## src/rtl/adpll_tx_mod_seq.sv

```systemverilog
// Packet-level TX modulation sequencer driving adpll_ctr.data_mod: lock wait, preamble, LSB-first payload.
// Optional payload whitening with a 7-bit LFSR is enabled by defining ADPLL_TX_WHITEN_EN.
`timescale 1ns/1ps
module adpll_tx_mod_seq #(
    parameter int unsigned DATA_W   = 8,
    parameter int unsigned PERIOD_W = 8,
    parameter int unsigned LEN_W    = 8,
    parameter int unsigned PRE_BITS = 8,
    parameter logic [PRE_BITS-1:0] PRE_PAT = 8'hAA
) (
    input  logic                clk,
    input  logic                rst_n,
    input  logic                en_i,
    input  logic                channel_lock_i,
    input  logic                start_i,
    input  logic [PERIOD_W-1:0] sym_period_i,
    input  logic [LEN_W-1:0]    pkt_len_i,
    input  logic [6:0]          whiten_seed_i,
    input  logic [DATA_W-1:0]   din_i,
    input  logic                din_valid_i,
    output logic                din_ready_o,
    output logic                data_mod_o,
    output logic                sym_strobe_o,
    output logic                busy_o,
    output logic                done_o,
    output logic                abort_o,
    output logic                underrun_o
);

    localparam int unsigned MAX_BITS = (PRE_BITS > DATA_W) ? PRE_BITS : DATA_W;
    localparam int unsigned IDX_W    = (MAX_BITS > 1) ? $clog2(MAX_BITS) : 1;

    typedef enum logic [1:0] {IDLE, WAIT_LOCK, PREAMBLE, PAYLOAD} state_t;

    state_t              state_q, state_d;
    logic [PERIOD_W-1:0] cnt_q, cnt_d, per_q, per_d;
    logic [LEN_W-1:0]    len_q, len_d, word_q, word_d;
    logic [IDX_W-1:0]    bit_q, bit_d;
    logic [DATA_W-1:0]   shreg_q, shreg_d;
    logic data_mod_q, data_mod_d, sym_strobe_q, sym_strobe_d, din_ready_q, din_ready_d;
    logic busy_q, busy_d, done_q, done_d, abort_q, abort_d, underrun_q, underrun_d;
    logic term, last_bit, nxt_last, pay_sym, load_seed, wbit;

    assign term     = (cnt_q == per_q - PERIOD_W'(1));
    assign last_bit = (state_q == PREAMBLE) ? (bit_q == IDX_W'(PRE_BITS - 1))
                                            : (bit_q == IDX_W'(DATA_W - 1));

`ifdef ADPLL_TX_WHITEN_EN
    logic [6:0] lfsr_q;
    assign wbit = lfsr_q[6];
`else
    logic unused_whiten;
    assign unused_whiten = ^{whiten_seed_i, pay_sym, load_seed};
    assign wbit          = 1'b0;
`endif

    // Next-state and next-output computation for the sequencer
    always_comb begin
        state_d      = state_q;
        cnt_d        = cnt_q;
        per_d        = per_q;
        len_d        = len_q;
        word_d       = word_q;
        bit_d        = bit_q;
        shreg_d      = shreg_q;
        data_mod_d   = data_mod_q;
        sym_strobe_d = 1'b0;
        done_d       = 1'b0;
        abort_d      = 1'b0;
        underrun_d   = underrun_q;
        pay_sym      = 1'b0;
        load_seed    = 1'b0;
        case (state_q)
            IDLE: begin
                data_mod_d = 1'b0;
                if (start_i) begin
                    per_d      = (sym_period_i == '0) ? PERIOD_W'(1) : sym_period_i;
                    len_d      = pkt_len_i;
                    underrun_d = 1'b0;
                    load_seed  = 1'b1;
                    cnt_d      = '0;
                    bit_d      = '0;
                    word_d     = '0;
                    state_d    = WAIT_LOCK;
                end
            end
            WAIT_LOCK: begin
                data_mod_d = 1'b0;
                if (channel_lock_i) begin
                    state_d      = PREAMBLE;
                    cnt_d        = '0;
                    bit_d        = '0;
                    data_mod_d   = PRE_PAT[0];
                    sym_strobe_d = 1'b1;
                end
            end
            default: begin
                if (!channel_lock_i) begin
                    abort_d    = 1'b1;
                    data_mod_d = 1'b0;
                    state_d    = IDLE;
                end else if (!term) begin
                    cnt_d = cnt_q + PERIOD_W'(1);
                end else if (!last_bit) begin
                    cnt_d        = '0;
                    bit_d        = bit_q + IDX_W'(1);
                    sym_strobe_d = 1'b1;
                    if (state_q == PREAMBLE) begin
                        data_mod_d = PRE_PAT[bit_d];
                    end else begin
                        shreg_d    = shreg_q >> 1;
                        data_mod_d = shreg_q[1] ^ wbit;
                        pay_sym    = 1'b1;
                    end
                end else if (word_q == len_q) begin
                    done_d     = 1'b1;
                    data_mod_d = 1'b0;
                    state_d    = IDLE;
                end else if (!din_valid_i) begin
                    underrun_d = 1'b1;
                    abort_d    = 1'b1;
                    data_mod_d = 1'b0;
                    state_d    = IDLE;
                end else begin
                    // Word handshake: first bit of the new word starts next cycle
                    cnt_d        = '0;
                    bit_d        = '0;
                    word_d       = word_q + LEN_W'(1);
                    shreg_d      = din_i;
                    data_mod_d   = din_i[0] ^ wbit;
                    sym_strobe_d = 1'b1;
                    pay_sym      = 1'b1;
                    state_d      = PAYLOAD;
                end
            end
        endcase
        if (!en_i) begin
            state_d      = IDLE;
            cnt_d        = '0;
            bit_d        = '0;
            word_d       = '0;
            data_mod_d   = 1'b0;
            sym_strobe_d = 1'b0;
            done_d       = 1'b0;
            abort_d      = 1'b0;
            underrun_d   = underrun_q;
            pay_sym      = 1'b0;
            load_seed    = 1'b0;
        end
        // din_ready is raised for the coming cycle if it will be a fetch cycle
        nxt_last    = ((state_d == PREAMBLE) && (bit_d == IDX_W'(PRE_BITS - 1))) ||
                      ((state_d == PAYLOAD)  && (bit_d == IDX_W'(DATA_W - 1)));
        din_ready_d = nxt_last && (cnt_d == per_d - PERIOD_W'(1)) && (word_d < len_d);
        busy_d      = (state_d != IDLE);
    end

    always_ff @(posedge clk or negedge rst_n) begin
        if (!rst_n) begin
            state_q      <= IDLE;
            cnt_q        <= '0;
            per_q        <= PERIOD_W'(1);
            len_q        <= '0;
            word_q       <= '0;
            bit_q        <= '0;
            shreg_q      <= '0;
            data_mod_q   <= 1'b0;
            sym_strobe_q <= 1'b0;
            din_ready_q  <= 1'b0;
            busy_q       <= 1'b0;
            done_q       <= 1'b0;
            abort_q      <= 1'b0;
            underrun_q   <= 1'b0;
`ifdef ADPLL_TX_WHITEN_EN
            lfsr_q       <= 7'h01;
`endif
        end else begin
            state_q      <= state_d;
            cnt_q        <= cnt_d;
            per_q        <= per_d;
            len_q        <= len_d;
            word_q       <= word_d;
            bit_q        <= bit_d;
            shreg_q      <= shreg_d;
            data_mod_q   <= data_mod_d;
            sym_strobe_q <= sym_strobe_d;
            din_ready_q  <= din_ready_d;
            busy_q       <= busy_d;
            done_q       <= done_d;
            abort_q      <= abort_d;
            underrun_q   <= underrun_d;
`ifdef ADPLL_TX_WHITEN_EN
            if (load_seed) begin
                lfsr_q <= (whiten_seed_i == 7'h00) ? 7'h01 : whiten_seed_i;
            end else if (pay_sym) begin
                lfsr_q <= {lfsr_q[5:0], lfsr_q[6] ^ lfsr_q[3]};
            end
`endif
        end
    end

    assign din_ready_o  = din_ready_q;
    assign data_mod_o   = data_mod_q;
    assign sym_strobe_o = sym_strobe_q;
    assign busy_o       = busy_q;
    assign done_o       = done_q;
    assign abort_o      = abort_q;
    assign underrun_o   = underrun_q;

endmodule

```

## config.mk

```make
export PLATFORM = sky130hd
export DESIGN_NAME = adpll_tx_mod_seq
export DESIGN_NICKNAME = d
export VERILOG_FILES = /design/src/rtl/adpll_tx_mod_seq.sv
export SDC_FILE = /design/constraint.sdc
export NUM_CORES = 1
export LEC_CHECK = 0
export CAP_MARGIN = 20
export CORE_MARGIN = 2
export CORE_UTILIZATION = 45
export DETAILED_ROUTE_END_ITERATION = 10
export PLACE_DENSITY = 0.71
export SKIP_LAST_GASP = 1
export SYNTH_ARGS = -nofsm -noshare
export SYNTH_HDL_FRONTEND = slang
export SYNTH_SLANG_ARGS = --single-unit
```

## constraint.sdc

```tcl
create_clock -name clk -period 5.1 [get_ports clk]
set_input_delay 0.765 -clock clk [delete_from_list [all_inputs] [get_ports clk]]
set_output_delay 0.765 -clock clk [all_outputs]
set_load 0.02 [all_outputs]
```

After elaboration in Yosys (flattened, before gate mapping)
Memories as Yosys holds them, arrays and structs flattened.
Index checks and enable logic that the tools add are counted.
{"block": "op_classes", "n_bitwise": 2, "magnitude_cmp": 2, "n_addsub": 5, "eq_ne": 16, "n_reduce_logical": 14, "n_mux": 81}
{"operator": "$mux W8", "n": 24}
{"operator": "$mux W1", "n": 35}
{"operator": "$pmux W8 S2", "n": 2}
{"operator": "$eq A8 B8 Y1", "n": 3}
{"operator": "$mux W3", "n": 8}
{"operator": "$add A8 B1 Y8 const B", "n": 2}
{"operator": "$mux W2", "n": 8}
{"operator": "$sub A8 B1 Y8 const B", "n": 2}
{"operator": "$logic_not A8 Y1", "n": 1}
{"operator": "$lt A8 B8 Y1", "n": 1}
{"operator": "$ne A2 B2 Y1 const B", "n": 4}
{"operator": "$reduce_and A8 Y1", "n": 1}
{"operator": "$reduce_bool A2 Y1", "n": 4}
{"operator": "$eq A2 B2 Y1 const B", "n": 3}
{"operator": "$eq A3 B3 Y1 const B", "n": 2}
{"operator": "$pmux W3 S2", "n": 1}
{"operator": "$reduce_and A6 Y1", "n": 1}
{"operator": "$logic_and A1 B1 Y1", "n": 4}
{"operator": "$lt A3 B4 Y1 const B", "n": 1}
{"operator": "$ne A2 B1 Y1 const B", "n": 2}
{"operator": "$ne A4 B3 Y1 const B", "n": 1}
{"operator": "$pmux W1 S2", "n": 2}
{"operator": "$pmux W2 S2", "n": 1}
{"operator": "$add A3 B1 Y3 const B", "n": 1}
{"operator": "5 further kinds", "n": 6}
{"block": "word_totals", "romBits": 8, "ff_bits": 52, "inputBits": 37, "n_memories": 1, "elab_cells": 135}
{"name": "(name not given)", "depth": 8, "width": 1, "read_ports": 1, "rd_clocked_by_memory_dff": 0, "write_ports": 0, "line_no": "109", "text": "data_mod_d = PRE_PAT[bit_d];"}

Logic depth before layout (Yosys ltp)
{"block": "depth", "word_depth": 12, "mapped_depth": 21, "ltp_nobuf": 20}

Worst setup path after synthesis
OpenSTA, ideal clock, no wires.
{"block": "synth_path", "path_type": "reg2reg", "startpoint": "register per_q[0]", "endpoint": "register din_ready_q, in the netlist din_ready_o", "setup_slack_ns": 0.956, "arrival_ns": 4.033, "stages_incl_launch_ff": 22, "t_required_ns": 4.989, "path_cell_list": "dfstp_2 > inv_1 > ha_1 > o21a_1 > or3b_1 > nand2_1 > buf_6 > nand3_1 > or2_2 > nor3_1 > xnor2_1 > nor2_1 > ha_1 > a21oi_1 > nor2b_1 > o21ai_0 > o2111ai_1 > a211oi_1 > o211ai_1 > nor4_1 > nand4_1 > a2111oi_2"}
{"element": "start, declared", "line_no": "36", "text": "logic [PERIOD_W-1:0] cnt_q, cnt_d, per_q, per_d;"}
{"element": "start signal, assigned", "line_no": "179", "text": "per_q <= per_d;"}
{"element": "$sub A8 B1 Y8", "line_no": "44", "text": "assign term = (cnt_q == per_q - PERIOD_W'(1));"}
{"element": "$eq A8 B8 Y1", "line_no": "44"}
{"element": "$mux W8", "line_no": "102", "text": "end else if (!term) begin"}
{"element": "$mux W8", "line_no": "98", "text": "if (!channel_lock_i) begin"}
{"element": "$pmux W8 S2", "line_no": "73", "text": "case (state_q)"}
{"element": "$mux W8", "line_no": "137", "text": "if (!en_i) begin"}
{"element": "named net word_d[5]", "line_no": "37", "text": "logic [LEN_W-1:0] len_q, len_d, word_q, word_d;"}
{"element": "$lt A8 B8 Y1", "line_no": "153", "text": "din_ready_d = nxt_last && (cnt_d == per_d - PERIOD_W'(1)) && (word_d < len_d);"}
{"element": "$logic_and A1 B1 Y1", "line_no": "153"}
{"element": "named net din_ready_d", "line_no": "40", "text": "logic data_mod_q, data_mod_d, sym_strobe_q, sym_strobe_d, din_ready_q, din_ready_d;"}
{"element": "end signal, assigned", "line_no": "186", "text": "din_ready_q <= din_ready_d;"}
{"element": "end, declared", "line_no": "40"}
The timed path passes the listed nets, and every way through them passes these cells.
A chain may end at the register's enable or synchronous reset.

Worst setup path in the final report
Same ends and word-level chain as after synthesis.

==> impl.org <==
** CTS
- # resized after CTS :: 0
- Maximum buffer depth of the clock tree :: 2
- Clock-pin slew on the worst setup and hold paths :: 0.10 ns
- For this design, the CTS-stage hold fixing added 0 buffers.
- Number of buffers created by CTS :: 5
- CTS sink count :: 51
- Deepest level of the CTS H-tree :: 2
- Clock tree synthesis selected as its root buffer the cell sky130_fd_sc_hd__clkbuf_8.
- TritonCTS built the clock tree.
- Post CTS Setup Buffer Count :: 0
- Clock latency on the worst-skew pair, taken at its later pin, is 0.31 ns.

** Die
- Initial core utilization :: 46.7%
- Width of the die :: 93.8 um
- DIE AREA :: 8800 um^2
- During I/O placement, the number of pins put on the boundary was 44.
- Row generation in the floorplan step produced 32 rows.
- Vertical die dimension :: 93.8 um
- Floorplan core area :: 7770 um^2

** Worst setup path
- The signal on the critical path passes through inv_1 > ha_1 > o21a_1 > or3b_1 > nand2_1 > nand3_1 > or2_2 > nor3_1 > xnor2_1 > nor2_1 > ha_1 > a21oi_1 > nor2b_1 > o21ai_0 > o2111ai_1 > a211oi_1 > o211ai_1 > nor4_1 > nand4_1 > a2111oi_2.
- Kind of end point of the critical path :: register
- The endpoint identified for the worst register-to-register timing path is din_ready_o.
- Delay of the slowest critical-path stage :: 0.61 ns
- The worst setup path is launched from a register.
- The number of cells on the worst reg-to-reg path is 20.
- In this run the worst setup path terminates at din_ready_o.
- Along the worst path, the maximum fanout reaches 6.
- STA puts the critical path data arrival time at 4.91 ns.
- The most critical setup path has its startpoint at per_q[0].
- In this design, the critical path's most frequently occurring cell is sky130_fd_sc_hd__ha_1.
- Required arrival time at the worst endpoint :: 5.31 ns
- Library cell contributing the largest single delay on the critical path :: sky130_fd_sc_hd__dfstp_2
- Critical R2R Launch :: per_q[0]
- Critical Setup Path Class :: register to register
- For flop-to-flop paths, the worst setup slack is 0.40 ns.

** Route
- Wires add up to 8610 um.
- The count of nets left with antenna violations once routing finished came out at 0.
- For this run, design rule violations remaining after detail routing come to 0.
- Dividing the detail-routed wire length by the instance count gives 16.2 um.
- Iteration-0 DRC count of the detailed router :: 177
- Dividing the detail-routed via count by the number of cells gives 5.69.
- The pre-antenna-repair detailed-routing pass consisted of 4 iterations.
- Detailed-route via count :: 3027

** Job
- Max-capacitance violation count :: 0

** Cells and area
- Cells with a size suffix above 1 make up 11.6% of the layout.
- Nets :: 479
- Post-route core utilization :: 53.7%
- Layout area overhead :: 14.9%
- 0 antenna diodes ended up in the layout.
- After the flow finishes, the layout carries non-filler instances totaling 532.

** Synth
- The share of synthesized area in the top cell type comes to 34.5%.
- The synthesized design contains 0 enable-type register cells.
- The number of nets handed over by synthesis was 445.
- The most common cell in the synthesized netlist is sky130_fd_sc_hd__dfrtp_1.
- Sequential elements use 35.2% of the synthesized area.
- Cell type contributing the most total cell area after synthesis :: sky130_fd_sc_hd__dfrtp_1
- Number of synthesized register bits :: 51
- In the synthesized netlist, the cells that appear most often are 50 x sky130_fd_sc_hd__dfrtp_1, 33 x sky130_fd_sc_hd__nand2_1, 27 x sky130_fd_sc_hd__nor2_1.
- After synthesis, the cell types taking the most area are sky130_fd_sc_hd__dfrtp_1 34%, sky130_fd_sc_hd__xnor2_1 5.3%, sky130_fd_sc_hd__mux2i_1 5.2%, sky130_fd_sc_hd__ha_1 4.5%, sky130_fd_sc_hd__nand2_1 3.4%.
- Flip-flop cell with the highest count after synthesis :: sky130_fd_sc_hd__dfrtp_1
- Dividing the synthesized area by the synthesized cell count gives 9.19 um^2.
- Summing every instance area after synthesis gives 3630 um^2.
- The netlist uses 70 different library cells.
- Share of synthesized registers carrying an async set or reset :: 100%
- Synthesis Warnings :: 0
- Synthesis handed over a netlist of 395 instances.

** STA
- Min Hold Slack :: 0.487 ns
- Final-layout setup total negative slack :: 0 ns
- Dividing the final minimum period by the clock period gives 92.2%.
- Unrepaired setup endpoints after global routing :: false
- The max-slew violation count came to 0.
- Counting I/O delays and the setup requirement, the final critical path takes 4.70 ns.
- For the pin with the worst max-slew slack, the measured transition is 0.773 ns.
- Setup violations remaining at the end of the flow were counted as 0.
- Once routing completed, OpenROAD measured the worst setup slack at 0.400 ns.
- For the final database, setup skew stands at 0.0102 ns.
- Derived from the worst setup path, the maximum achievable clock frequency is 0.213 GHz.
- Slew Limit Headroom :: 48.4%
- The final-report hold violation count came to 0.

** Placement
- Routability-driven placement finished with a final weighted congestion of 0.885.
- Counting tap cells, the placed design contains a total of 524 instances.
- HPWL after detailed placement :: 6470 um
- Timing analysis after detailed placement gives a worst setup slack of 0.490 ns.
- Buffers placed on the I/O ports in this run total 36.

** Outcome
- The run finished with clean final reports.

** Power and ir drop
- The worst-case IR drop observed on VDD is 0.163 mV.
- Dividing total power by cell area gives a power density of 243 nW/um^2.
- The analysis attributes to cell leakage a power of 1.72 nW.

** GRT
- Global routing used 20.7% of the available tracks across all layers.
- Initial antenna violation count :: 0
- Final global-route overflow total :: 0
- The number of global-route vias before repair came to 2921.
- Entering global routing, the biggest net connects 52 pins.
- First-pass GRT wire length :: 14500 um

** Hold path
- Worst Hold Path Cells :: 2
- Class of the most critical hold timing path :: register to register
-- sequential cells by signal, indices dropped and copies added, names as in the netlist --
register,flops
cnt_q,8
underrun_o,1
data_mod_o,1
sym_strobe_o,1
shreg_q,7
len_q,8
per_q,8
din_ready_o,1
bit_q,3
done_o,1
busy_o,1
abort_o,1
state_q,2
word_q,8
-- how the worst min path moves through the flow --
stage | from | to | slack (ns)
3_5_place_dp | shreg_q[1] | shreg_q[1] | 0.47
6_report | shreg_q[1] | shreg_q[1] | 0.49
3_3_place_gp | shreg_q[1] | shreg_q[1] | 0.46
4_1_cts | shreg_q[1] | shreg_q[1] | 0.49
2_1_floorplan | shreg_q[1] | shreg_q[1] | 0.44
5_1_grt | shreg_q[1] | shreg_q[1] | 0.53
-- cell families (layout without fill, tap and decap cells) --
| kind of cell | count (synthesis) | after routing | share of synthesized area [%] |
|---|---|---|---|
| AOI/OAI and AO/OA | 80 | 80 | 15.9 |
| adders and majority gates | 13 | 13 | 4.48 |
| DFF | 51 | 51 | 35.2 |
| muxes | 23 | 23 | 6.48 |
| xor gates and xnor gates | 38 | 38 | 9.58 |
| and+or+nand+nor | 144 | 144 | 21.6 |
| buffers and inverters | 46 | 81 | 6.75 |
-- cell usage in the layout (no fill, tap or decap), types with 2 or more instances in the layout --
cell                              count
sky130_fd_sc_hd__a211oi_1             2
sky130_fd_sc_hd__a21oi_1             19
sky130_fd_sc_hd__a31oi_1              7
sky130_fd_sc_hd__and2_1               5
sky130_fd_sc_hd__and3_1               4
sky130_fd_sc_hd__and4_2               2
sky130_fd_sc_hd__buf_4               11
sky130_fd_sc_hd__clkbuf_8             5
sky130_fd_sc_hd__clkdlybuf4s50_1     35
sky130_fd_sc_hd__dfrtp_1             50
sky130_fd_sc_hd__ha_1                13
sky130_fd_sc_hd__inv_1               26
sky130_fd_sc_hd__mux2_2               3
sky130_fd_sc_hd__mux2i_1             19
sky130_fd_sc_hd__nand2_1             33
sky130_fd_sc_hd__nand2b_1             6
sky130_fd_sc_hd__nand3_1             15
sky130_fd_sc_hd__nand4_1              9
sky130_fd_sc_hd__nor2_1              27
sky130_fd_sc_hd__nor2b_1              3
sky130_fd_sc_hd__nor3_1              11
sky130_fd_sc_hd__nor4_1               3
sky130_fd_sc_hd__nor4b_1              3
sky130_fd_sc_hd__o211ai_1             2
sky130_fd_sc_hd__o21a_1               5
sky130_fd_sc_hd__o21ai_0             19
sky130_fd_sc_hd__o31ai_1              5
sky130_fd_sc_hd__or2_2                4
sky130_fd_sc_hd__or3_1                5
sky130_fd_sc_hd__or4_1                3
sky130_fd_sc_hd__xnor2_1             22
sky130_fd_sc_hd__xor2_1              14
-- cell type report --
class | count | area, um^2
inverter | 26 | 97.6
fill | 720 | 3600
multi-input combinational | 298 | 2110
sequential | 51 | 1280
tap | 102 | 128
timing repair buffer | 47 | 438
clock buffer | 5 | 68.8
clock inverter | 3 | 46.3
-- metal layers --
layer  vias up  part of all wire [%]  GRT usage, %
met1      1443                    48          30.4
li1       1477                     -             -
met5         -                     0             0
met2        99                    45          32.6
met3         8                   5.6          2.81
met4         0                   1.0          4.23
-- through the flow --
| step | area, um^2 | total power, mW |
|---|---|---|
| after floorplan | 3630 | 0.651 |
| after global placement | 4060 | 0.721 |
| after detailed placement | 4060 | 0.729 |
| after CTS | 4170 | 1.02 |
| after global routing | 4170 | 1.06 |
| final | 4170 | 1.02 |
-- worst max-delay path: cells and delay by family, from the launching register on --
family | cells | cell delay, ns
AND/OR/NAND/NOR | 9 | 1.90
AO/OA/AOI/OAI | 7 | 1.31
flip-flops | 1 | 0.61
adder cells (fa/ha/maj) | 2 | 0.56
XOR/XNOR | 1 | 0.14
buffers and inverters | 1 | 0.07
-- where the power goes --
part	internal, mW	switching, mW	total [mW]
registers	0.429	0.0353	0.464
logic	0.113	0.145	0.258
clock network	0.148	0.145	0.293
Power figures use the tool's default switching activity.
